$ cat src/rtl/i2c_temp_slave_if.sv
// I2C bus signals shared by the temperature target and its bus master.
//   scl    : I2C clock driven by the master
//   sda_in : resolved SDA level as seen on the wired-AND bus
//   sda_oe : target open-drain control, 1 pulls SDA low
interface i2c_temp_slave_if;
  logic scl;
  logic sda_in;
  logic sda_oe;

  modport master (output scl, output sda_in, input sda_oe);
  modport slave  (input scl, input sda_in, output sda_oe);
endinterface

$ cat src/rtl/i2c_temp_slave.sv
// I2C target exposing a temperature sensor register map.
//   clk        : 100 MHz system clock, rising edge
//   rst        : asynchronous active-high reset
//   bus        : I2C signals (scl, sda_in in; sda_oe out), slave modport
//   temp_data  : live temperature word {MSB, LSB}
//   config_reg : configuration register at pointer 0x03 ("config" is a
//                reserved SystemVerilog keyword, hence the suffix)
//   busy       : high from an address match until the next STOP or START
//
// Register map: 0x00 temp MSB, 0x01 temp LSB, 0x03 config (r/w),
// 0x0B DEV_ID, everything else reads 0x00 and ignores writes.
//
// state    | meaning
// ---------+---------------------------------------------------------
// IDLE     | no transfer for us; wait for START
// ADDR     | shifting in the address byte
// ADDR_ACK | driving the address ACK (first fall drives, second releases)
// RX_BYTE  | shifting in a write byte (pointer or data)
// RX_ACK   | driving the ACK for a received byte
// TX_BYTE  | shifting out a read byte, one bit per SCL fall
// TX_ACK   | released, waiting for the master ACK/NACK
module i2c_temp_slave #(
  parameter logic [6:0] DEV_ADDR = 7'h4B,
  parameter logic [7:0] DEV_ID   = 8'hCB
) (
  input  logic              clk,
  input  logic              rst,
  i2c_temp_slave_if.slave   bus,
  input  logic [15:0]       temp_data,
  output logic [7:0]        config_reg,
  output logic              busy
);

  typedef enum logic [2:0] {IDLE, ADDR, ADDR_ACK, RX_BYTE, RX_ACK, TX_BYTE, TX_ACK} state_t;

  state_t      state;
  logic        scl_m, scl_s, scl_d;
  logic        sda_m, sda_s, sda_d;
  logic [2:0]  bit_cnt;
  logic [6:0]  shift;
  logic [6:0]  tx_shift;
  logic [7:0]  ptr;
  logic [7:0]  rd_data;
  logic [7:0]  rx_byte;
  logic [15:0] snap;
  logic        rw;
  logic        ptr_loaded;
  logic        ack_seen;
  logic        sda_oe_r;
  logic        scl_rise, scl_fall, start_det, stop_det;

  assign bus.sda_oe = sda_oe_r;

  always_ff @(posedge clk or posedge rst) begin
    if (rst) begin
      scl_m <= 1'b1; scl_s <= 1'b1; scl_d <= 1'b1;
      sda_m <= 1'b1; sda_s <= 1'b1; sda_d <= 1'b1;
    end else begin
      scl_m <= bus.scl;    scl_s <= scl_m; scl_d <= scl_s;
      sda_m <= bus.sda_in; sda_s <= sda_m; sda_d <= sda_s;
    end
  end

  assign scl_rise  = scl_s & ~scl_d;
  assign scl_fall  = ~scl_s & scl_d;
  // SCL must be high on both samples so an SCL edge is never mistaken for START/STOP
  assign start_det = scl_s & scl_d & sda_d & ~sda_s;
  assign stop_det  = scl_s & scl_d & ~sda_d & sda_s;
  assign rx_byte   = {shift, sda_s};

  always_comb begin
    rd_data = 8'h00;
    case (ptr)
      8'h00:   rd_data = snap[15:8];
      8'h01:   rd_data = snap[7:0];
      8'h03:   rd_data = config_reg;
      8'h0B:   rd_data = DEV_ID;
      default: rd_data = 8'h00;
    endcase
  end

  always_ff @(posedge clk or posedge rst) begin
    if (rst) begin
      state      <= IDLE;
      bit_cnt    <= 3'd0;
      shift      <= 7'd0;
      tx_shift   <= 7'd0;
      ptr        <= 8'h00;
      snap       <= 16'h0000;
      rw         <= 1'b0;
      ptr_loaded <= 1'b0;
      ack_seen   <= 1'b0;
      sda_oe_r   <= 1'b0;
      config_reg <= 8'h00;
      busy       <= 1'b0;
    end else if (start_det) begin
      state    <= ADDR;
      bit_cnt  <= 3'd0;
      sda_oe_r <= 1'b0;
      busy     <= 1'b0;
      ack_seen <= 1'b0;
    end else if (stop_det) begin
      state    <= IDLE;
      bit_cnt  <= 3'd0;
      sda_oe_r <= 1'b0;
      busy     <= 1'b0;
      ack_seen <= 1'b0;
    end else begin
      case (state)
        IDLE: ;
        ADDR: begin
          if (scl_rise) begin
            shift   <= rx_byte[6:0];
            bit_cnt <= bit_cnt + 3'd1;
            if (bit_cnt == 3'd7) begin
              if (rx_byte[7:1] == DEV_ADDR) begin
                state      <= ADDR_ACK;
                busy       <= 1'b1;
                rw         <= rx_byte[0];
                ptr_loaded <= 1'b0;
                if (rx_byte[0]) snap <= temp_data;
              end else begin
                state <= IDLE;
              end
            end
          end
        end
        ADDR_ACK, RX_ACK: begin
          // sda_oe is still low on entry, so it marks which fall this is
          if (scl_fall) begin
            bit_cnt <= 3'd0;
            if (!sda_oe_r) begin
              sda_oe_r <= 1'b1;
            end else if (state == ADDR_ACK && rw) begin
              tx_shift <= rd_data[6:0];
              sda_oe_r <= ~rd_data[7];
              state    <= TX_BYTE;
            end else begin
              sda_oe_r <= 1'b0;
              state    <= RX_BYTE;
            end
          end
        end
        RX_BYTE: begin
          if (scl_rise) begin
            shift   <= rx_byte[6:0];
            bit_cnt <= bit_cnt + 3'd1;
            if (bit_cnt == 3'd7) begin
              state <= RX_ACK;
              if (!ptr_loaded) begin
                ptr        <= rx_byte;
                ptr_loaded <= 1'b1;
              end else begin
                if (ptr == 8'h03) config_reg <= rx_byte;
                ptr <= ptr + 8'd1;
              end
            end
          end
        end
        TX_BYTE: begin
          if (scl_fall) begin
            if (bit_cnt == 3'd7) begin
              sda_oe_r <= 1'b0;
              bit_cnt  <= 3'd0;
              state    <= TX_ACK;
            end else begin
              sda_oe_r <= ~tx_shift[6];
              tx_shift <= {tx_shift[5:0], 1'b0};
              bit_cnt  <= bit_cnt + 3'd1;
            end
          end
        end
        TX_ACK: begin
          if (scl_rise) begin
            if (sda_s) begin
              state <= IDLE;
            end else begin
              ptr      <= ptr + 8'd1;
              ack_seen <= 1'b1;
            end
          end else if (scl_fall && ack_seen) begin
            // next byte comes from the already-incremented pointer
            ack_seen <= 1'b0;
            tx_shift <= rd_data[6:0];
            sda_oe_r <= ~rd_data[7];
            bit_cnt  <= 3'd0;
            state    <= TX_BYTE;
          end
        end
        default: state <= IDLE;
      endcase
    end
  end

endmodule

$ cat src/flat_wrapper.sv
// flat-port wrapper written by rule: the top's interface ports become plain ports
module i2c_temp_slave_flat 
#(
  parameter logic [6:0] DEV_ADDR = 7'h4B,
  parameter logic [7:0] DEV_ID   = 8'hCB
)
  (clk, rst, temp_data, config_reg, busy, bus_scl, bus_sda_in, bus_sda_oe);
  i2c_temp_slave_if bus_i ();
  input  logic clk;
  input  logic rst;
  input  logic [15:0] temp_data;
  output logic [7:0] config_reg;
  output logic busy;
  input wire logic [$bits(bus_i.scl)-1:0] bus_scl;
  input wire logic [$bits(bus_i.sda_in)-1:0] bus_sda_in;
  output wire logic [$bits(bus_i.sda_oe)-1:0] bus_sda_oe;
  assign bus_i.scl = bus_scl;
  assign bus_i.sda_in = bus_sda_in;
  assign bus_sda_oe = bus_i.sda_oe;
  i2c_temp_slave #(.DEV_ADDR(DEV_ADDR), .DEV_ID(DEV_ID)) u_core (.clk(clk), .rst(rst), .bus(bus_i), .temp_data(temp_data), .config_reg(config_reg), .busy(busy));
endmodule
$ cat config.mk
export PLATFORM = sky130hd
export DESIGN_NAME = i2c_temp_slave_flat
export DESIGN_NICKNAME = d
export VERILOG_FILES = /design/src/rtl/i2c_temp_slave_if.sv /design/src/rtl/i2c_temp_slave.sv /design/src/flat_wrapper.sv
export SDC_FILE = /design/constraint.sdc
export NUM_CORES = 1
export LEC_CHECK = 0
export CAP_MARGIN = 20
export CELL_PAD_IN_SITES_DETAIL_PLACEMENT = 0
export CELL_PAD_IN_SITES_GLOBAL_PLACEMENT = 2
export CORE_ASPECT_RATIO = 1.75
export CORE_MARGIN = 3
export CORE_UTILIZATION = 40
export DETAILED_ROUTE_END_ITERATION = 16
export MAX_ROUTING_LAYER = met4
export PLACE_DENSITY = 0.82
export SYNTH_ARGS = -nofsm -noshare
export SYNTH_HDL_FRONTEND = slang
export SYNTH_SLANG_ARGS = --single-unit
$ cat constraint.sdc
create_clock -name clk -period 3.44 [get_ports clk]
set_input_delay 1.032 -clock clk [delete_from_list [all_inputs] [get_ports clk]]
set_output_delay 1.032 -clock clk [all_outputs]
set_load 0.01 [all_outputs]
==> flow_summary_export.csv <==
group,metric,value,unit
detailed_routing,drtIter0Drc,133,
detailed_routing,drt_wl_total,8.09,mm
synthesis,synth_nets,338,
worst_hold_path,hp-start,"u_core.sda_m$_DFF_PP1_",
synthesis,synth_area,3280,sq um
floorplanning,die_area,9380,sq um
power,peakVddDrop,0.329,mV
cells_and_area,nets,360,
synthesis,synth_edf_count,0,
clock_tree,post_cts_resized,0,
synthesis,yosysMostFrequentCell,"dfrtp_1",
detailed_routing,vias,2520,
cells_and_area,syn_to_final_growth,20.8,%
clock_tree,post-cts-setup-buffers,0,
synthesis,ys_seq_area_share,48.2,%
placed_design,dp_hpwl,5.80,mm
detailed_routing,drt-pass1-iter-count,7,
detailed_routing,vias_per_cell,5.86,
clock_tree,clk_pin_slew,0.06,ns
power,finalPower,1.91,mW
grt,globalRouteOverflowTotal,0,
cells_and_area,layout-drive-gt1-share,19.7,%
grt,grt_use_met2,30.9,%
clock_tree,clk_path_buf_depth,2,
sta,hold_viol_final,0,
floorplanning,io_pins,30,
power,powerDensity,481,nW/um^2
synthesis,async_reset_ff_share,100,%
grt,grt_pass1_wl,13.2,mm
worst_setup_path,reg2reg_depth,5,
detailed_routing,detail-route-antenna-nets,0,
worst_hold_path,min_path_cells,0,
placed_design,place_inst,414,
status,status,"finished clean",
synthesis,yosysTopAreaCell,"dfrtp_1",
sta,max_freq,0.386,GHz
floorplanning,start_util,41.2,%
synthesis,yosys.area.top_type_share,43.4,%
worst_setup_path,worstSetupPathType,"reg2reg",
worst_setup_path,path_cells,"and4bb_2, nand4_1, nor2_1, and2_1, mux2_2",
worst_setup_path,start_kind,"register",
cells_and_area,num_antenna_cells,0,
power,p_leak,1.73,nW
floorplanning,coreArea,7960,sq um
clock_tree,htree_levels,3,
placed_design,place_congestion,0.825,
clock_tree,clk_latency,0.33,ns
synthesis,ys.warnings.count,0,
cells_and_area,largest_reg_flops,16,
synthesis,ys_ff_latch,63,
grt,grt_use_met3,3.59,%
placed_design,port_buffers,29,
synthesis,avgSynthCellArea,10.5,sq um
sta,drv_slew,0,
clock_tree,cts_tree,"done",
worst_setup_path,slowest_stage,"dfstp_2",
synthesis,synth.area.top_cells,"dfrtp_1 43%, mux2_2 12%, dfstp_2 4.8%",
sta,tightestPinTransition,0.707,ns
clock_tree,cts-root-buf,"clkbuf_16",
grt,grt_max_degree,44,
sta,period_needed,2.59,ns
synthesis,synthCells,313,
worst_setup_path,r2r_start,"u_core.scl_s$_DFF_PP1_",
synthesis,ys_types,50,
sta,rsz0062_at_grt,"false",
detailed_routing,avgRoutedWirePerCell,18.8,um
cells_and_area,final_cells,430,
grt,antenna_found_initial,0,
sta,skew,0.00642,ns
floorplanning,rows,43,
synthesis,ys.flop_type,"dfrtp_1",
worst_setup_path,cp_max_fo,16,
worst_setup_path,worstPathRequired,3.65,ns
grt,grt.busiest_layer,"met2",
worst_setup_path,cp.arrival,2.80,ns
grt,grt_pass1_vias,2490,
detailed_routing,remaining_drc_errors,0,
clock_tree,holdBufCountCts,0,
worst_setup_path,crit_path_end_kind,"register",
synthesis,synthTopCellsByCount,"57 x dfrtp_1, 34 x mux2_2, 31 x o21ai_0",
flow_run,maxCapViolations,0,
worst_setup_path,max_stage_delay,0.65,ns
clock_tree,cts_sinks,63,
sta,setup_violations,0,
worst_setup_path,crit_start,"u_core.scl_s$_DFF_PP1_",
clock_tree,numCtsBuffers,9,
sta,finalSetupTns,0,ns
sta,final.period_utilization,75.3,%
floorplanning,dieHeight,126,um
grt,track_usage,19.3,%
grt,grtUsageMet1,23.0,%
worst_hold_path,min_path_type,"reg2reg",
sta,max-slew-margin-rel,52.9,%
floorplanning,dieWidth,74.5,um
final cells by class:
class / count / area [sq um]
clock buffer: 11 / 243
clock inverter: 5 / 105
fill: 757 / 4000
inverter: 10 / 37.5
multi-input combinational: 218 / 1560
sequential: 63 / 1580
tap: 90 / 113
timing repair buffer: 33 / 330
where the power goes:
part	leakage (nW)	switching [mW]	internal, mW
Sequential	0.858	0.0212	0.758
Clock	0.162	0.325	0.727
Combinational	0.714	0.0358	0.0397
placed cells by master, fill, tap and decap left out, drive strengths merged, types with 6 or more instances in the layout:
cell,count
nor2,10
nand2,23
a21oi,20
nand3,12
inv,10
mux2,34
clkdlybuf4s50,29
dfstp,6
o21ai,32
dfrtp,57
nand4,6
clkbuf,11
layer usage:
| layer | up-vias | share of wire, % |
|---|---|---|
| li1 | 1198 | - |
| met1 | 1252 | 42 |
| met2 | 55 | 52 |
| met3 | 15 | 2.6 |
| met4 | 0 | 2.9 |
| met5 | - | 0 |
critical path, delay by kind of cell (launching register included):
kind / cells / cell delay, ns
mux: 1 / 0.40
simple gates: 4 / 1.41
flops: 1 / 0.65
per-stage QoR:
stage	instance area [sq um]	worst slack [ns]	utilization [%]	hold WS [ns]
after floorplan	3280	0.848	-	0.345
after global placement	3610	0.880	45.4	0.348
after detailed placement	3620	0.813	45.5	0.348
after CTS	3970	0.801	49.8	0.356
after global routing	3970	0.662	49.8	0.358
final	3970	0.848	49.8	0.355
worst paths after layout:
path | to | slack, ns
setup / recovery | u_core.snap[11]$_DFFE_PP0P_ | 0.85
hold / removal | u_core.sda_s$_DFF_PP1_ | 0.36
setup reg to reg | u_core.snap[11]$_DFFE_PP0P_ | 0.85
hold reg to reg | u_core.sda_s$_DFF_PP1_ | 0.36
max in group asynchronous | u_core.config_reg[0]$_DFFE_PP0P_ | 1.81
min in group asynchronous | u_core.tx_shift[4]$_DFFE_PP0P_ | 1.04
logic make-up (layout without fill, tap and decap cells):
| family | after synthesis | after routing | share of synthesized area (%) |
|---|---|---|---|
| simple gates | 81 | 81 | 14.1 |
| xor+xnor | 1 | 1 | 0.267 |
| fa+ha+maj | 5 | 5 | 1.90 |
| mux | 37 | 37 | 12.6 |
| compound gates | 94 | 94 | 18.5 |
| flops | 63 | 63 | 48.2 |
| buf+inv | 32 | 59 | 4.42 |
No activity file was read; power rests on OpenSTA's default activity.
